$ cat src/rtl/exe_issue_ctrl.sv
// Issue controller for a multi-cycle execution unit: buffers decoded ops in a FIFO,
// launches one op at a time with a start pulse, and hands the result to writeback.
module exe_issue_ctrl #(
  parameter int DEPTH   = 4,
  parameter int TAG_W   = 4,
  parameter int TIMEOUT = 16
) (
  input  logic             clk,
  input  logic             rst_n,
  input  logic             in_valid,
  output logic             in_ready,
  input  logic [2:0]       in_op,
  input  logic [31:0]      in_a,
  input  logic [31:0]      in_b,
  input  logic [TAG_W-1:0] in_tag,
  output logic             exe_start,
  output logic [2:0]       exe_op,
  output logic [31:0]      exe_a,
  output logic [31:0]      exe_b,
  input  logic             exe_valid,
  input  logic [31:0]      exe_result,
  output logic             wb_valid,
  input  logic             wb_ready,
  output logic [31:0]      wb_result,
  output logic [TAG_W-1:0] wb_tag,
  output logic             timeout_err,
  output logic             busy
);

  localparam int PTR_W = $clog2(DEPTH);
  localparam int CNT_W = $clog2(DEPTH + 1);
  localparam int WD_W  = $clog2(TIMEOUT);

  localparam logic [1:0] ST_IDLE = 2'd0;
  localparam logic [1:0] ST_WAIT = 2'd1;
  localparam logic [1:0] ST_WB   = 2'd2;

  logic [1:0]       state_r;
  logic [PTR_W-1:0] rd_ptr_r;
  logic [PTR_W-1:0] wr_ptr_r;
  logic [CNT_W-1:0] count_r;
  logic [WD_W-1:0]  wd_cnt_r;
  logic             exe_start_r;
  logic [2:0]       exe_op_r;
  logic [31:0]      exe_a_r;
  logic [31:0]      exe_b_r;
  logic [TAG_W-1:0] issue_tag_r;
  logic             wb_valid_r;
  logic [31:0]      wb_result_r;
  logic [TAG_W-1:0] wb_tag_r;
  logic             timeout_err_r;

  logic [2:0]       fifo_op_r  [DEPTH];
  logic [31:0]      fifo_a_r   [DEPTH];
  logic [31:0]      fifo_b_r   [DEPTH];
  logic [TAG_W-1:0] fifo_tag_r [DEPTH];

  logic full_s;
  logic empty_s;
  logic push_s;
  logic pop_s;

  // Fullness comes from the registered count only, so a same-cycle pop never frees a slot.
  assign full_s  = (count_r == CNT_W'(DEPTH));
  assign empty_s = (count_r == {CNT_W{1'b0}});
  assign push_s  = in_valid && !full_s;
  assign pop_s   = (state_r == ST_IDLE) && !empty_s;

  // FIFO pointers and occupancy
  always_ff @(posedge clk or negedge rst_n) begin
    if (!rst_n) begin
      rd_ptr_r <= {PTR_W{1'b0}};
      wr_ptr_r <= {PTR_W{1'b0}};
      count_r  <= {CNT_W{1'b0}};
    end else begin
      if (push_s) begin
        wr_ptr_r <= wr_ptr_r + PTR_W'(1);
      end
      if (pop_s) begin
        rd_ptr_r <= rd_ptr_r + PTR_W'(1);
      end
      if (push_s && !pop_s) begin
        count_r <= count_r + CNT_W'(1);
      end else if (!push_s && pop_s) begin
        count_r <= count_r - CNT_W'(1);
      end
    end
  end

  // FIFO storage; contents are don't-care while the slot is empty
  always_ff @(posedge clk) begin
    if (push_s) begin
      fifo_op_r[wr_ptr_r]  <= in_op;
      fifo_a_r[wr_ptr_r]   <= in_a;
      fifo_b_r[wr_ptr_r]   <= in_b;
      fifo_tag_r[wr_ptr_r] <= in_tag;
    end
  end

  // Issue / wait / writeback sequencing with watchdog
  always_ff @(posedge clk or negedge rst_n) begin
    if (!rst_n) begin
      state_r       <= ST_IDLE;
      wd_cnt_r      <= {WD_W{1'b0}};
      exe_start_r   <= 1'b0;
      exe_op_r      <= 3'd0;
      exe_a_r       <= 32'd0;
      exe_b_r       <= 32'd0;
      issue_tag_r   <= {TAG_W{1'b0}};
      wb_valid_r    <= 1'b0;
      wb_result_r   <= 32'd0;
      wb_tag_r      <= {TAG_W{1'b0}};
      timeout_err_r <= 1'b0;
    end else begin
      exe_start_r   <= 1'b0;
      timeout_err_r <= 1'b0;
      case (state_r)
        ST_IDLE: begin
          if (!empty_s) begin
            exe_op_r    <= fifo_op_r[rd_ptr_r];
            exe_a_r     <= fifo_a_r[rd_ptr_r];
            exe_b_r     <= fifo_b_r[rd_ptr_r];
            issue_tag_r <= fifo_tag_r[rd_ptr_r];
            exe_start_r <= 1'b1;
            wd_cnt_r    <= {WD_W{1'b0}};
            state_r     <= ST_WAIT;
          end
        end
        ST_WAIT: begin
          // A valid coinciding with the start pulse belongs to no op of ours.
          if (!exe_start_r && exe_valid) begin
            wb_result_r <= exe_result;
            wb_tag_r    <= issue_tag_r;
            wb_valid_r  <= 1'b1;
            state_r     <= ST_WB;
          end else if (wd_cnt_r == WD_W'(TIMEOUT - 1)) begin
            timeout_err_r <= 1'b1;
            state_r       <= ST_IDLE;
          end else begin
            wd_cnt_r <= wd_cnt_r + WD_W'(1);
          end
        end
        ST_WB: begin
          if (wb_ready) begin
            wb_valid_r <= 1'b0;
            state_r    <= ST_IDLE;
          end
        end
        default: begin
          state_r <= ST_IDLE;
        end
      endcase
    end
  end

  assign in_ready    = !full_s;
  assign busy        = (state_r != ST_IDLE) || !empty_s;
  assign exe_start   = exe_start_r;
  assign exe_op      = exe_op_r;
  assign exe_a       = exe_a_r;
  assign exe_b       = exe_b_r;
  assign wb_valid    = wb_valid_r;
  assign wb_result   = wb_result_r;
  assign wb_tag      = wb_tag_r;
  assign timeout_err = timeout_err_r;

endmodule
$ cat config.mk
export PLATFORM = sky130hd
export DESIGN_NAME = exe_issue_ctrl
export DESIGN_NICKNAME = d
export VERILOG_FILES = /design/src/rtl/exe_issue_ctrl.sv
export SDC_FILE = /design/constraint.sdc
export NUM_CORES = 1
export LEC_CHECK = 0
export CELL_PAD_IN_SITES_DETAIL_PLACEMENT = 0
export CELL_PAD_IN_SITES_GLOBAL_PLACEMENT = 2
export CORE_MARGIN = 2
export CORE_UTILIZATION = 31
export DETAILED_ROUTE_END_ITERATION = 10
export PLACE_DENSITY = 0.72
export SYNTH_ARGS = -nofsm -noshare
export SYNTH_HDL_FRONTEND = slang
export SYNTH_SLANG_ARGS = --single-unit
export TNS_END_PERCENT = 1
$ cat constraint.sdc
create_clock -name clk -period 4 [get_ports clk]
set_input_delay 0.8 -clock clk [delete_from_list [all_inputs] [get_ports clk]]
set_output_delay 0.8 -clock clk [all_outputs]
set_load 0.05 [all_outputs]
==> results.py, run 1 <==
metrics = {
    "placed_design": {
        "routabilityCongestion": 0.680,
        "detailed_place_hpwl_um": 19400,
        "port_buffers": 215,
    },
    "cells_and_area": {
        "design.final.nets": 1039,
        "antennaDiodeCount": 0,
        "drive_gt1_frac": 0.293,
        "area_of_the_multi_input_gates_mm2": 0.00353,
        "fill_cells": 4350,
        "area_delta_synth_final_pct": 29.2,
        "layout.area.seq_mm2": 0.0116,
    },
    "synth": {
        "synth_edf_count": 284,
        "ys_top_cells_by_area": "sky130_fd_sc_hd__edfxtp_1 56%, sky130_fd_sc_hd__dfrtp_1 20%, sky130_fd_sc_hd__mux4_2 10%",
        "yosys-top-cells-count": "284 x sky130_fd_sc_hd__edfxtp_1, 123 x sky130_fd_sc_hd__dfrtp_1, 71 x sky130_fd_sc_hd__mux4_2",
        "syn-mean-instance-area_um2": 22.9,
        "synth_sequential_area_ratio": 0.755,
        "yosys.cell_count.top_type": "sky130_fd_sc_hd__edfxtp_1",
        "yosys_warnings": 0,
        "ys_seq_elements": 407,
        "synth.top_cell.area_share": 0.555,
        "synth_flop_cell": "sky130_fd_sc_hd__edfxtp_1",
        "instance_count_of_the_mapped_netlist": 671,
        "syn-cell-area_mm2": 0.0154,
        "postSynthNetCount": 786,
        "library_cell_occupying_the_most_area_in_the_post_synthesis_netlist": "sky130_fd_sc_hd__edfxtp_1",
        "async_reset_ff_frac": 0.302,
        "synthDistinctLibCells": 42,
    },
    "power": {
        "totalPowerFinal_w": 0.0178,
        "p_leak_nw": 7.07,
        "max-vdd-ir-drop_uv": 512,
        "p_per_area_mw_per_mm2": 897,
    },
    "critical_path": {
        "timing.critical_path.slowest_stage_cell": "sky130_fd_sc_hd__clkdlybuf4s50_1",
        "worst-path-buf-inv": 1,
        "critical_path_endpoint_category": "primary output",
        "cp_data_required_time_ns": 3.20,
        "path_max_fanout": 5,
        "critical_path.cell_chain": "nor3_4, nand2_1, clkdlybuf4s50_1",
        "worst_setup_path_start_kind": "flip-flop",
        "cp_data_arrival_time_ns": 2.14,
        "cpLargestDelayFamily": "buffers and inverters",
        "max_stage_delay_ns": 0.72,
        "criticalPathCategory": "reg2out",
    },
    "global_routing": {
        "use_met1": 0.162,
        "gr-usage-met3": 0.0350,
        "global_route.peak_usage_layer": "met2",
        "grt_pass1_wl_um": 47600,
        "grt_max_degree": 97,
        "grt.met2_usage": 0.200,
        "first_global_vias": 7912,
        "grt_antenna_before_repair": 3,
        "overflow": 0,
        "grt_use_total": 0.125,
    },
    "sta": {
        "worst_clock_skew_ns": 0.0141,
        "final_period_minus_worst_setup_slack_ns": 2.94,
        "grt_setup_unrepaired": "false",
        "timing.final.max_slew_violations": 0,
        "setup_viol_count_final": 0,
        "fin_hold_ws_ns": 0.380,
        "period_share": 0.734,
        "totalNegativeSetupSlack_ns": 0,
        "max_slew_margin": 0.342,
        "achievable-frequency_mhz": 341,
        "report.final.hold_viol_count": 0,
        "timing_worst_slew_pin_value_ns": 0.987,
    },
    "status": {
        "status": "finished clean",
    },
    "floorplanning": {
        "count_of_boundary_i_o_pins": 216,
        "die-area_mm2": 0.0514,
        "effective_utilization_at_floorplan": 0.314,
        "core-area_mm2": 0.0490,
        "row_count": 81,
        "vertical_extent_of_the_die_um": 227,
        "die-width_um": 227,
    },
    "routing": {
        "route.antenna.remaining_nets": 0,
        "detail_route.drc_violations": 0,
        "detail_route.iter0.violations": 456,
        "vias": 7204,
        "wirelength_um": 31300,
        "number_of_vias_per_cell_after_detailed_routing": 4.44,
        "post_drt_wl_per_cell_um": 19.3,
        "tritonroute_pass_1_iters": 4,
    },
    "clocking": {
        "tritoncts_clock_tree": "done",
        "cts.clk_slew.worst_paths_ns": 0.06,
        "htree_levels": 2,
        "cts-buffers-inserted": 44,
        "root_buffer": "sky130_fd_sc_hd__clkbuf_16",
        "clock_sink_count": 407,
        "post_cts_resize_count": 0,
        "worstSkewPairLatency_ns": 0.56,
        "cts.hold.buffers_added": 0,
        "cts.path.max_buffers": 3,
        "post_cts.repair.setup_buffers": 0,
    },
    "flow_run": {
        "maxCapViolCount": 0,
    },
    "hold_path": {
        "timing.hold.worst.class": "in2async",
    },
}
==> final timing paths <==
kind / start / endpoint / slack (ns) / cells after the start
worst min-delay path: rst_n / state_r[1] / 0.38 / 1
worst min register to register: wb_valid / wb_valid / 0.48 / 1
worst max register to register: rd_ptr_r[0] / exe_b[23] / 1.65 / 3
max in group asynchronous: rst_n / exe_a[6] / 2.78 / 2
min in group clk: wb_valid / wb_valid / 0.48 / 1
worst max-delay path: count_r[0] / busy / 1.06 / 3
==> layer usage <==
metal  vias up  share of wire
li1       3206              -
met1      3724           0.44
met2       216           0.47
met3        54          0.066
met4         4          0.021
met5         -        0.00096
==> sequential cells by signal (all words and copies together), names as in the netlist, 3 cells and up <==
name         cells
fifo_a_r       128
fifo_b_r       128
exe_a           32
exe_b           32
wb_result       32
fifo_tag_r      16
fifo_op_r       12
issue_tag_r      4
wb_tag           4
wd_cnt_r         4
count_r          3
exe_op           3
==> final cells by class <==
type,count,share of cell area
clock buffers,53,0.0603
clock inverters,29,0.0160
inverters,5,0.00120
multi-input cells,233,0.178
flip-flops and latches,407,0.585
well taps,664,0.0419
repair buffers,233,0.118
==> worst reg2reg max path, stage by stage (launching register included) <==
cell and delay, ns:
sky130_fd_sc_hd__dfrtp_4 0.92, sky130_fd_sc_hd__buf_4 0.45, sky130_fd_sc_hd__mux4_2 0.60, sky130_fd_sc_hd__mux2_4 0.27
==> cell families after synthesis <==
family | synth area share
buffers and inverters | 0.0159
AOI/OAI and AO/OA | 0.00521
xor gates and xnor gates | 0.00342
DFF | 0.755
adders and majority gates | 0.00619
and+or+nand+nor | 0.0121
muxes | 0.202
==> power by group <==
group | internal, W | leakage (nW) | total, W | switching [W]
clock network | 0.00253 | 0.739 | 0.00418 | 0.00165
logic | 0.00323 | 2.28 | 0.00703 | 0.00380
registers | 0.00583 | 4.05 | 0.00658 | 0.000750
total | 0.0116 | 7.07 | 0.0178 | 0.00620
==> through the flow <==
stage,area (um^2),utilization,std cells,worst slack (ns)
after CTS,19800,0.405,1624,1.01
after detailed placement,18300,0.375,1542,0.956
final,19800,0.405,1624,1.06
after global routing,19800,0.405,1624,0.931
after global placement,18300,0.375,1542,0.964
after floorplan,15400,-,671,0.795
==> layout by cell type, fill, tap and decap left out, drive strengths merged, types with 2 or more instances in the layout <==
master	count
and2	4
nand2b	4
mux2i	2
dfrtp	123
xor2	3
ha	6
clkinvlp	3
nor2b	3
nand2	3
clkbuf	53
edfxtp	284
bufinv	6
a21boi	2
inv	7
mux2	109
nor2	4
buf	19
mux4	71
nand3	3
clkdlybuf4s50	214
xnor2	3
clkinv	18
nor3	3
No activity file was read; power rests on OpenSTA's default activity.
==> run 2, diff against run 1 <==
--- a/config.mk
+++ b/config.mk
@@ -10,7 +10,7 @@
 export CORE_MARGIN = 2
 export CORE_UTILIZATION = 31
 export DETAILED_ROUTE_END_ITERATION = 10
-export PLACE_DENSITY = 0.72
+export PLACE_DENSITY = 0.75
 export SYNTH_ARGS = -nofsm -noshare
 export SYNTH_HDL_FRONTEND = slang
 export SYNTH_SLANG_ARGS = --single-unit
==> constraint.sdc (replaced) <==
create_clock -name clk -period 2.5 [get_ports clk]
set_input_delay 0.5 -clock clk [delete_from_list [all_inputs] [get_ports clk]]
set_output_delay 0.5 -clock clk [all_outputs]
set_load 0.05 [all_outputs]
==> run 2 against run 1 <==
Effect of this change: combinational power up 68%; register-to-register slack worse by 1.3 ns; first-iteration DRC count down 12%; clock skew up 0.00097 ns; sequential power up 55%; count of clock-buffer cells in the layout up 10; setup slack worse by 0.88 ns; total power up 63%; critical path depth unchanged; clock power up 69%; utilization up 0.59 points; critical path type unchanged; largest cell class unchanged; largest power group unchanged.
==> results.py, run 2 (synthesis results as in run 1) <==
metrics = {
    "status": {
        "status": "finished clean",
    },
    "cells_and_area": {
        "fill_cells": 4307,
        "design.final.nets": 1046,
        "area_delta_synth_final_pct": 31.0,
        "final_standard_cell_utilization_of_the_core": 0.411,
        "stdcell_area_mm2": 0.0201,
        "largest_registers": "fifo_a_r: 128 flops, fifo_b_r: 128 flops",
        "commonest_non_fill_non_tap_cell_in_the_layout": "sky130_fd_sc_hd__edfxtp_1",
        "drive_gt1_frac": 0.296,
        "most-common-layout-cells": "284 x sky130_fd_sc_hd__edfxtp_1, 212 x sky130_fd_sc_hd__clkdlybuf4s50_1, 121 x sky130_fd_sc_hd__dfrtp_1",
    },
    "sta": {
        "timing_worst_slew_pin_value_ns": 0.600,
        "worst_clock_skew_ns": 0.0151,
        "max_slew_margin": 0.598,
        "period_share": 0.927,
        "setup_viol_count_final": 0,
        "achievable-frequency_mhz": 432,
        "report.final.hold_viol_count": 0,
        "grt_setup_unrepaired": "false",
        "timing.final.max_slew_violations": 0,
        "final_period_minus_worst_setup_slack_ns": 2.32,
    },
    "clocking": {
        "clock_sink_count": 407,
        "htree_levels": 2,
        "cts.path.max_buffers": 3,
        "root_buffer": "sky130_fd_sc_hd__clkbuf_16",
        "worstSkewPairLatency_ns": 0.57,
        "cts-buffers-inserted": 46,
        "tritoncts_clock_tree": "done",
        "cts.clk_slew.worst_paths_ns": 0.06,
    },
    "power": {
        "p_per_area_mw_per_mm2": 1440,
        "max-vdd-ir-drop_uv": 757,
        "p_leak_nw": 7.19,
    },
    "routing": {
        "tritonroute_pass_1_iters": 4,
        "detail_route.iter0.violations": 403,
        "wirelength_um": 31400,
        "vias": 7200,
        "detail_route.drc_violations": 0,
        "route.antenna.remaining_nets": 0,
        "post_drt_wl_per_cell_um": 19.2,
        "number_of_vias_per_cell_after_detailed_routing": 4.41,
    },
    "critical_path": {
        "criticalPathCategory": "reg2out",
        "cp_data_arrival_time_ns": 1.82,
        "worst_setup_path_start_kind": "flip-flop",
        "critical_path_endpoint_category": "primary output",
        "path_max_fanout": 5,
        "cp_data_required_time_ns": 2.00,
    },
    "placed_design": {
        "post_dp_cell_area_mm2": 0.0185,
        "port_buffers": 215,
        "detailed_place_hpwl_um": 19200,
        "routabilityCongestion": 0.684,
    },
    "hold_path": {
        "timing.hold.worst.class": "in2async",
    },
    "flow_run": {
        "maxCapViolCount": 0,
    },
    "global_routing": {
        "grt_pass1_wl_um": 47000,
        "first_global_vias": 7612,
        "grt_antenna_before_repair": 3,
        "grt_use_total": 0.123,
        "grt_max_degree": 73,
        "overflow": 0,
    },
    "floorplanning": {
        "count_of_boundary_i_o_pins": 216,
        "core-area_mm2": 0.0490,
        "die-width_um": 227,
        "vertical_extent_of_the_die_um": 227,
        "effective_utilization_at_floorplan": 0.314,
        "die-area_mm2": 0.0514,
        "row_count": 81,
    },
}
==> run 2: cell types whose count changed in the layout (fill, tap and decap cells not counted), moves of 2 or more <==
cell                              change
sky130_fd_sc_hd__buf_12              +12
sky130_fd_sc_hd__buf_4                -8
sky130_fd_sc_hd__clkbuf_1             +5
sky130_fd_sc_hd__clkbuf_8             +4
sky130_fd_sc_hd__clkdlybuf4s50_1      -2
sky130_fd_sc_hd__clkinv_1             -4
sky130_fd_sc_hd__clkinv_2             -5
sky130_fd_sc_hd__clkinv_4             +2
sky130_fd_sc_hd__clkinvlp_4           -3
sky130_fd_sc_hd__dlygate4sd2_1        +2
==> run 2: layout make-up <==
| type | instances | area [um^2] | area share |
|---|---|---|---|
| Timing Repair Buffer | 238 | 2530 | 0.125 |
| Inverter | 5 | 21.3 | 0.00106 |
| Multi-Input combinational cell | 233 | 3530 | 0.175 |
| Sequential cell | 407 | 11600 | 0.577 |
| Clock inverter | 22 | 319 | 0.0158 |
| Tap cell | 664 | 831 | 0.0413 |
| Clock buffer | 63 | 1300 | 0.0644 |
| Antenna cell | 1 | 2.50 | 0.000124 |
==> run 2: metal layers <==
layer  track usage  up-vias  wire, um
li1              -     3240         -
met1         0.162     3690     13800
met2         0.192      209     14600
met3        0.0358       57      2140
met4        0.0484        4       826
met5             0        -        28
==> run 2: repair_timing <==
action                                  in CTS  in global routing
buffers inserted                             0                  0
endpoints found under the setup margin       2                  0
hold buffers                                 1                  0
endpoints found under the hold margin       48                  0
resized for setup                            2                  0
==> run 2: metrics by stage <==
step	TNS (ns)	instances	total power (W)	hold WS (ns)	worst slack (ns)
global route	0	1632	0.0305	0.503	0.0602
CTS	0	1632	0.0296	0.473	0.105
global placement	0	1546	0.0223	0.471	0.165
floorplan	-93.68	671	0.0187	0.204	-0.440
finish	0	1633	0.0291	0.491	0.184
detailed placement	0	1546	0.0224	0.480	0.168
==> run 2: critical path: stages (launching register included) <==
cell	delay (ns)
sky130_fd_sc_hd__dfrtp_1	0.46
sky130_fd_sc_hd__nor3_4	0.28
sky130_fd_sc_hd__nand2_1	0.09
sky130_fd_sc_hd__dlygate4sd2_1	0.43
==> run 2: final timing paths <==
| check | startpoint | to | slack (ns) | cells after the start |
|---|---|---|---|---|
| worst max-delay path | count_r[0] | busy | 0.18 | 3 |
| worst min-delay path | rst_n | wb_result[13] | 0.49 | 2 |
| worst max register to register | count_r[0] | count_r[2] | 0.40 | 8 |
| worst min register to register | wb_valid | wb_valid | 0.49 | 1 |
| max in group asynchronous | rst_n | wb_result[6] | 1.30 | 3 |
| min in group clk | wb_valid | wb_valid | 0.49 | 1 |
==> run 2: where the power goes <==
group | switching (W) | internal (W) | total, W
Combinational | 0.00647 | 0.00534 | 0.0118
Clock | 0.00269 | 0.00437 | 0.00707
Sequential | 0.000841 | 0.00934 | 0.0102
Total | 0.0100 | 0.0191 | 0.0291
==> run 3, diff against run 2 <==
--- a/config.mk
+++ b/config.mk
@@ -8,9 +8,9 @@
 export CELL_PAD_IN_SITES_DETAIL_PLACEMENT = 0
 export CELL_PAD_IN_SITES_GLOBAL_PLACEMENT = 2
 export CORE_MARGIN = 2
-export CORE_UTILIZATION = 31
+export CORE_UTILIZATION = 38
 export DETAILED_ROUTE_END_ITERATION = 10
-export PLACE_DENSITY = 0.75
+export PLACE_DENSITY = 0.87
 export SYNTH_ARGS = -nofsm -noshare
 export SYNTH_HDL_FRONTEND = slang
 export SYNTH_SLANG_ARGS = --single-unit
==> run 3 against run 2 <==
Effect of this change: setup slack improved by 0.015 ns; wire length decreased by 3.7%; sequential cell count stayed put; sequential power is essentially flat; hold slack got worse by 0.0037 ns; clock power fell by 9.9%; highest routed layer unchanged; non-clock buffer count up 4; utilization is 8.6 points higher; critical path depth unchanged; die area is 18% lower; clock skew increased by 0.0044 ns; maximum frequency rose by 0.67%.
==> results.py, run 3 (synthesis results as in run 1) <==
metrics = {
    "critical_path": {
        "cp_data_arrival_time_ns": 1.80,
        "worst_setup_path_start_kind": "flip-flop",
        "criticalPathCategory": "reg2out",
        "critical_path.cell_chain": "nor3_4, nand2_1, dlygate4sd2_1",
        "cp_data_required_time_ns": 2.00,
        "cpLargestDelayFamily": "flip-flops",
        "path_max_fanout": 5,
        "max_stage_delay_ns": 0.46,
        "timing.critical_path.slowest_stage_cell": "sky130_fd_sc_hd__dfrtp_1",
        "worst-path-buf-inv": 1,
        "critical_path_endpoint_category": "primary output",
    },
    "placed_design": {
        "dpl.cell_count": 1411,
        "port_buffers": 215,
        "post_dp_cell_area_mm2": 0.0184,
        "routabilityCongestion": 0.743,
        "detailed_place_hpwl_um": 19500,
    },
    "sta": {
        "worst_clock_skew_ns": 0.0195,
        "max_slew_margin": 0.586,
        "period_share": 0.920,
        "final_period_minus_worst_setup_slack_ns": 2.30,
        "totalNegativeSetupSlack_ns": 0,
        "achievable-frequency_mhz": 435,
        "setup_viol_count_final": 0,
        "timing.final.max_slew_violations": 0,
        "timing_worst_slew_pin_value_ns": 0.619,
        "report.final.hold_viol_count": 0,
        "grt_setup_unrepaired": "false",
    },
    "clocking": {
        "clock_sink_count": 407,
        "cts.path.max_buffers": 3,
        "tritoncts_clock_tree": "done",
        "htree_levels": 2,
        "worstSkewPairLatency_ns": 0.56,
        "post_cts.repair.setup_buffers": 0,
        "root_buffer": "sky130_fd_sc_hd__clkbuf_16",
        "cts-buffers-inserted": 44,
        "cts.clk_slew.worst_paths_ns": 0.06,
    },
    "global_routing": {
        "first_global_vias": 7950,
        "overflow": 0,
        "grt_max_degree": 55,
        "grt_use_total": 0.147,
        "grt_antenna_before_repair": 1,
        "grt_pass1_wl_um": 46600,
    },
    "floorplanning": {
        "vertical_extent_of_the_die_um": 205,
        "die-area_mm2": 0.0421,
        "die-width_um": 205,
        "core-area_mm2": 0.0398,
        "effective_utilization_at_floorplan": 0.386,
        "row_count": 73,
        "count_of_boundary_i_o_pins": 216,
    },
    "status": {
        "status": "finished clean",
    },
    "cells_and_area": {
        "largest_registers": "fifo_a_r: 128 flops, fifo_b_r: 128 flops",
        "drive_gt1_frac": 0.300,
        "most-common-layout-cells": "284 x sky130_fd_sc_hd__edfxtp_1, 212 x sky130_fd_sc_hd__clkdlybuf4s50_1, 121 x sky130_fd_sc_hd__dfrtp_1",
        "stdcell_area_mm2": 0.0198,
        "design.final.nets": 1048,
        "antennaDiodeCount": 0,
        "area_delta_synth_final_pct": 29.0,
        "finalNonFillerCells": 1493,
        "commonest_non_fill_non_tap_cell_in_the_layout": "sky130_fd_sc_hd__edfxtp_1",
    },
    "routing": {
        "wirelength_um": 30300,
        "number_of_vias_per_cell_after_detailed_routing": 4.84,
        "detail_route.iter0.violations": 377,
        "route.antenna.remaining_nets": 0,
        "post_drt_wl_per_cell_um": 20.3,
        "detail_route.drc_violations": 0,
        "vias": 7225,
        "tritonroute_pass_1_iters": 6,
    },
    "power": {
        "p_per_area_mw_per_mm2": 1430,
        "p_leak_nw": 7.12,
        "max-vdd-ir-drop_uv": 923,
        "totalPowerFinal_w": 0.0284,
    },
    "flow_run": {
        "maxCapViolCount": 0,
    },
    "hold_path": {
        "timing.hold.worst.class": "in2async",
    },
}
## run 3: timing repair
item | CTS | global route
resized for setup | 2 | 0
setup endpoints to repair | 2 | 0
hold buffers | 1 | 0
endpoints found under the hold margin | 52 | 0
## run 3: metal layers
| layer | part of all wire | vias to the layer above | global-route usage |
|---|---|---|---|
| met5 | 0.00043 | - | 0 |
| met4 | 0.022 | 2 | 0.0496 |
| met3 | 0.066 | 51 | 0.0393 |
| met2 | 0.46 | 199 | 0.232 |
| met1 | 0.45 | 3756 | 0.200 |
| li1 | - | 3217 | - |
## run 3: path summary, 6_finish.rpt
check / end / depth (start not counted) / slack [ns] / start
min in group clk: wb_valid / 1 / 0.49 / wb_valid
max in group asynchronous: exe_a[17] / 3 / 1.38 / rst_n
setup reg to reg: count_r[2] / 8 / 0.40 / count_r[0]
hold / removal: wb_result[24] / 2 / 0.49 / rst_n
setup / recovery: busy / 3 / 0.20 / count_r[0]
hold reg to reg: wb_valid / 1 / 0.49 / wb_valid
## run 3: through the flow
step	hold slack [ns]	setup slack, ns	utilization
floorplan	0.204	-0.440	-
global placement	0.459	0.178	0.461
detailed placement	0.479	0.205	0.461
CTS	0.484	0.142	0.498
global route	0.517	0.0478	0.498
finish	0.487	0.199	0.498
## run 3: worst reg2reg max path, delay by kind of cell (launching register included)
| family | cells | cell delay, ns |
|---|---|---|
| adders and majority gates | 2 | 0.57 |
| DFF | 1 | 0.46 |
| xor gates and xnor gates | 2 | 0.30 |
| and+or+nand+nor | 3 | 0.63 |
| buffers and inverters | 1 | 0.06 |
## run 3: power breakdown
part / switching, W / total [W] / internal (W)
sequential: 0.000947 / 0.0103 / 0.00933
combinational: 0.00637 / 0.0117 / 0.00537
clock: 0.00261 / 0.00637 / 0.00376
## run 3: layout make-up
type	instances	area [um^2]
fillers	3239	20000
flip-flops and latches	407	11600
multi-input cells	233	3530
repair buffers	242	2560
clock buffers	53	1160
well taps	525	657
clock inverters	28	278
inverters	5	21.3
==> RTL change (config.mk and constraints of run 2) <==
Register the output `timeout_err` once more, cleared by the reset; this adds one clock of latency there. The other outputs are not delayed to match.
--- a/src/rtl/exe_issue_ctrl.sv
+++ b/src/rtl/exe_issue_ctrl.sv
@@ -164,3 +164,9 @@
   assign wb_tag      = wb_tag_r;
-  assign timeout_err = timeout_err_r;
+  always_ff @(posedge clk or negedge rst_n) begin
+    if (!rst_n) begin
+      timeout_err <= '0;
+    end else begin
+      timeout_err <= timeout_err_r;
+    end
+  end
 
Function: same outputs for any inputs over 4 cycles, from zero or initial values and one cycle with rst_n low; that may be too few to reach the edited logic, so the function may still have changed.
==> RTL change against run 2 <==
Synthesized cell count increased by 0.15%; first-iteration DRC count down 6.2%; sequential share of layout area grew 1.8 points; wire length down 2.1%; setup slack worse by 0.91 ps; area after synthesis down 1.5%; design area decreased by 2.8%; via count about the same; sequential cell count rose by 1; total power fell by 6.0%.
==> RTL change: results (changes against run 2) <==
CTS
  – Clk_lat worst skew: 550 ps (was 570 ps)
  – CTS Buf Count: 44 (was 46)

Yosys
  – Largest cells by area after synthesis: edfxtp_1 (56%), dfrtp_1 (20%), mux4_2 (11%) (was edfxtp_1 (56%), dfrtp_1 (20%), mux4_2 (10%))
  – Post-synthesis mux area share: 0.188 (was 0.202)
  – Synth Area in XOR/XNOR: 0.00347 (was 0.00342)
  – Synth Area in Adders: 0.00628 (was 0.00619)
  – Top cells by count, synth: edfxtp_1 (284), dfrtp_1 (124), mux2_2 (107) (was edfxtp_1 (284), dfrtp_1 (123), mux4_2 (71))
  – Post-synthesis sequential area ratio: 0.768 (was 0.755)

Routing
  – Vias: 7,195 (was 7,200)
  – Metal2 WL: 15,400 um (was 14,600 um)
  – Drt first-iter violations: 378 (was 403)
  – Metal-1 WL: 12,900 um (was 13,800 um)
  – Met3 routed WL: 1820 um (was 2140 um)

STA
  – Least-Margin Pin Slew: 578 ps (was 600 ps)
  – Clock Skews: 13.7 ps (was 15.1 ps)
  – Final min period: 2320 ps (about the same)

Min path
  – Worst min path class: register to register (was primary input to asynchronous set/reset pin)

Power and ir drop
  – P_sw: 9.61 mW (was 10.0 mW)
  – Comb pwr: 10.9 mW (was 11.8 mW)
  – Lkg Pwr: 6.80 nW (was 7.19 nW)

Place
  – DP Wirelength: 19,200 um (about the same)
  – Placed cell areas: 18,200 sq um (was 18,500 sq um)

Outcome
  – Status: finished, final reports clean (unchanged)

Global routing
  – Met3 usage: 0.0327 (was 0.0358)
  – Largest net degree at the start of global routing: 53 (was 73)
  – Vias in the first global route: 7,807 (was 7,612)
  – Global Route met2 Usage: 0.206 (was 0.192)
  – Met1 Use GR: 0.155 (was 0.162)

Finish
  – Nets: 1,043 (was 1,046)

Critical path
  – Reg2Reg Setup Slack: 450 ps (was 400 ps)
## RTL change: cell types whose count changed after synthesis
cell and change:
mux2_2 +68, mux2_4 -68, dfrtp_1 +1, buf_1 -1, nand2b_4 +1, buf_2 +1
nand2b_2 -1
## RTL change: final cells by class
type / instances / area, sq um
fill: 4271 / 28400
sequential: 408 / 11600
multi-input combinational: 233 / 3280
timing repair buffer: 236 / 2490
clock buffer: 58 / 1180
tap: 615 / 769
clock inverter: 21 / 194
inverter: 5 / 21.3
## RTL change: through the flow
step	hold WS, ps	power [mW]	instances
floorplan	204	17.9	672
global placement	336	21.4	1496
detailed placement	346	21.5	1496
CTS	358	27.8	1576
global route	367	28.7	1576
finish	359	27.3	1576
## RTL change: cell families (layout without fill, tap and decap cells)
| group | after synthesis | count (layout) |
|---|---|---|
| flops | 408 | 408 |
| simple gates | 29 | 29 |
| mux | 182 | 182 |
| xor+xnor | 6 | 6 |
| compound gates | 9 | 9 |
| fa+ha+maj | 7 | 7 |
| buf+inv | 31 | 320 |
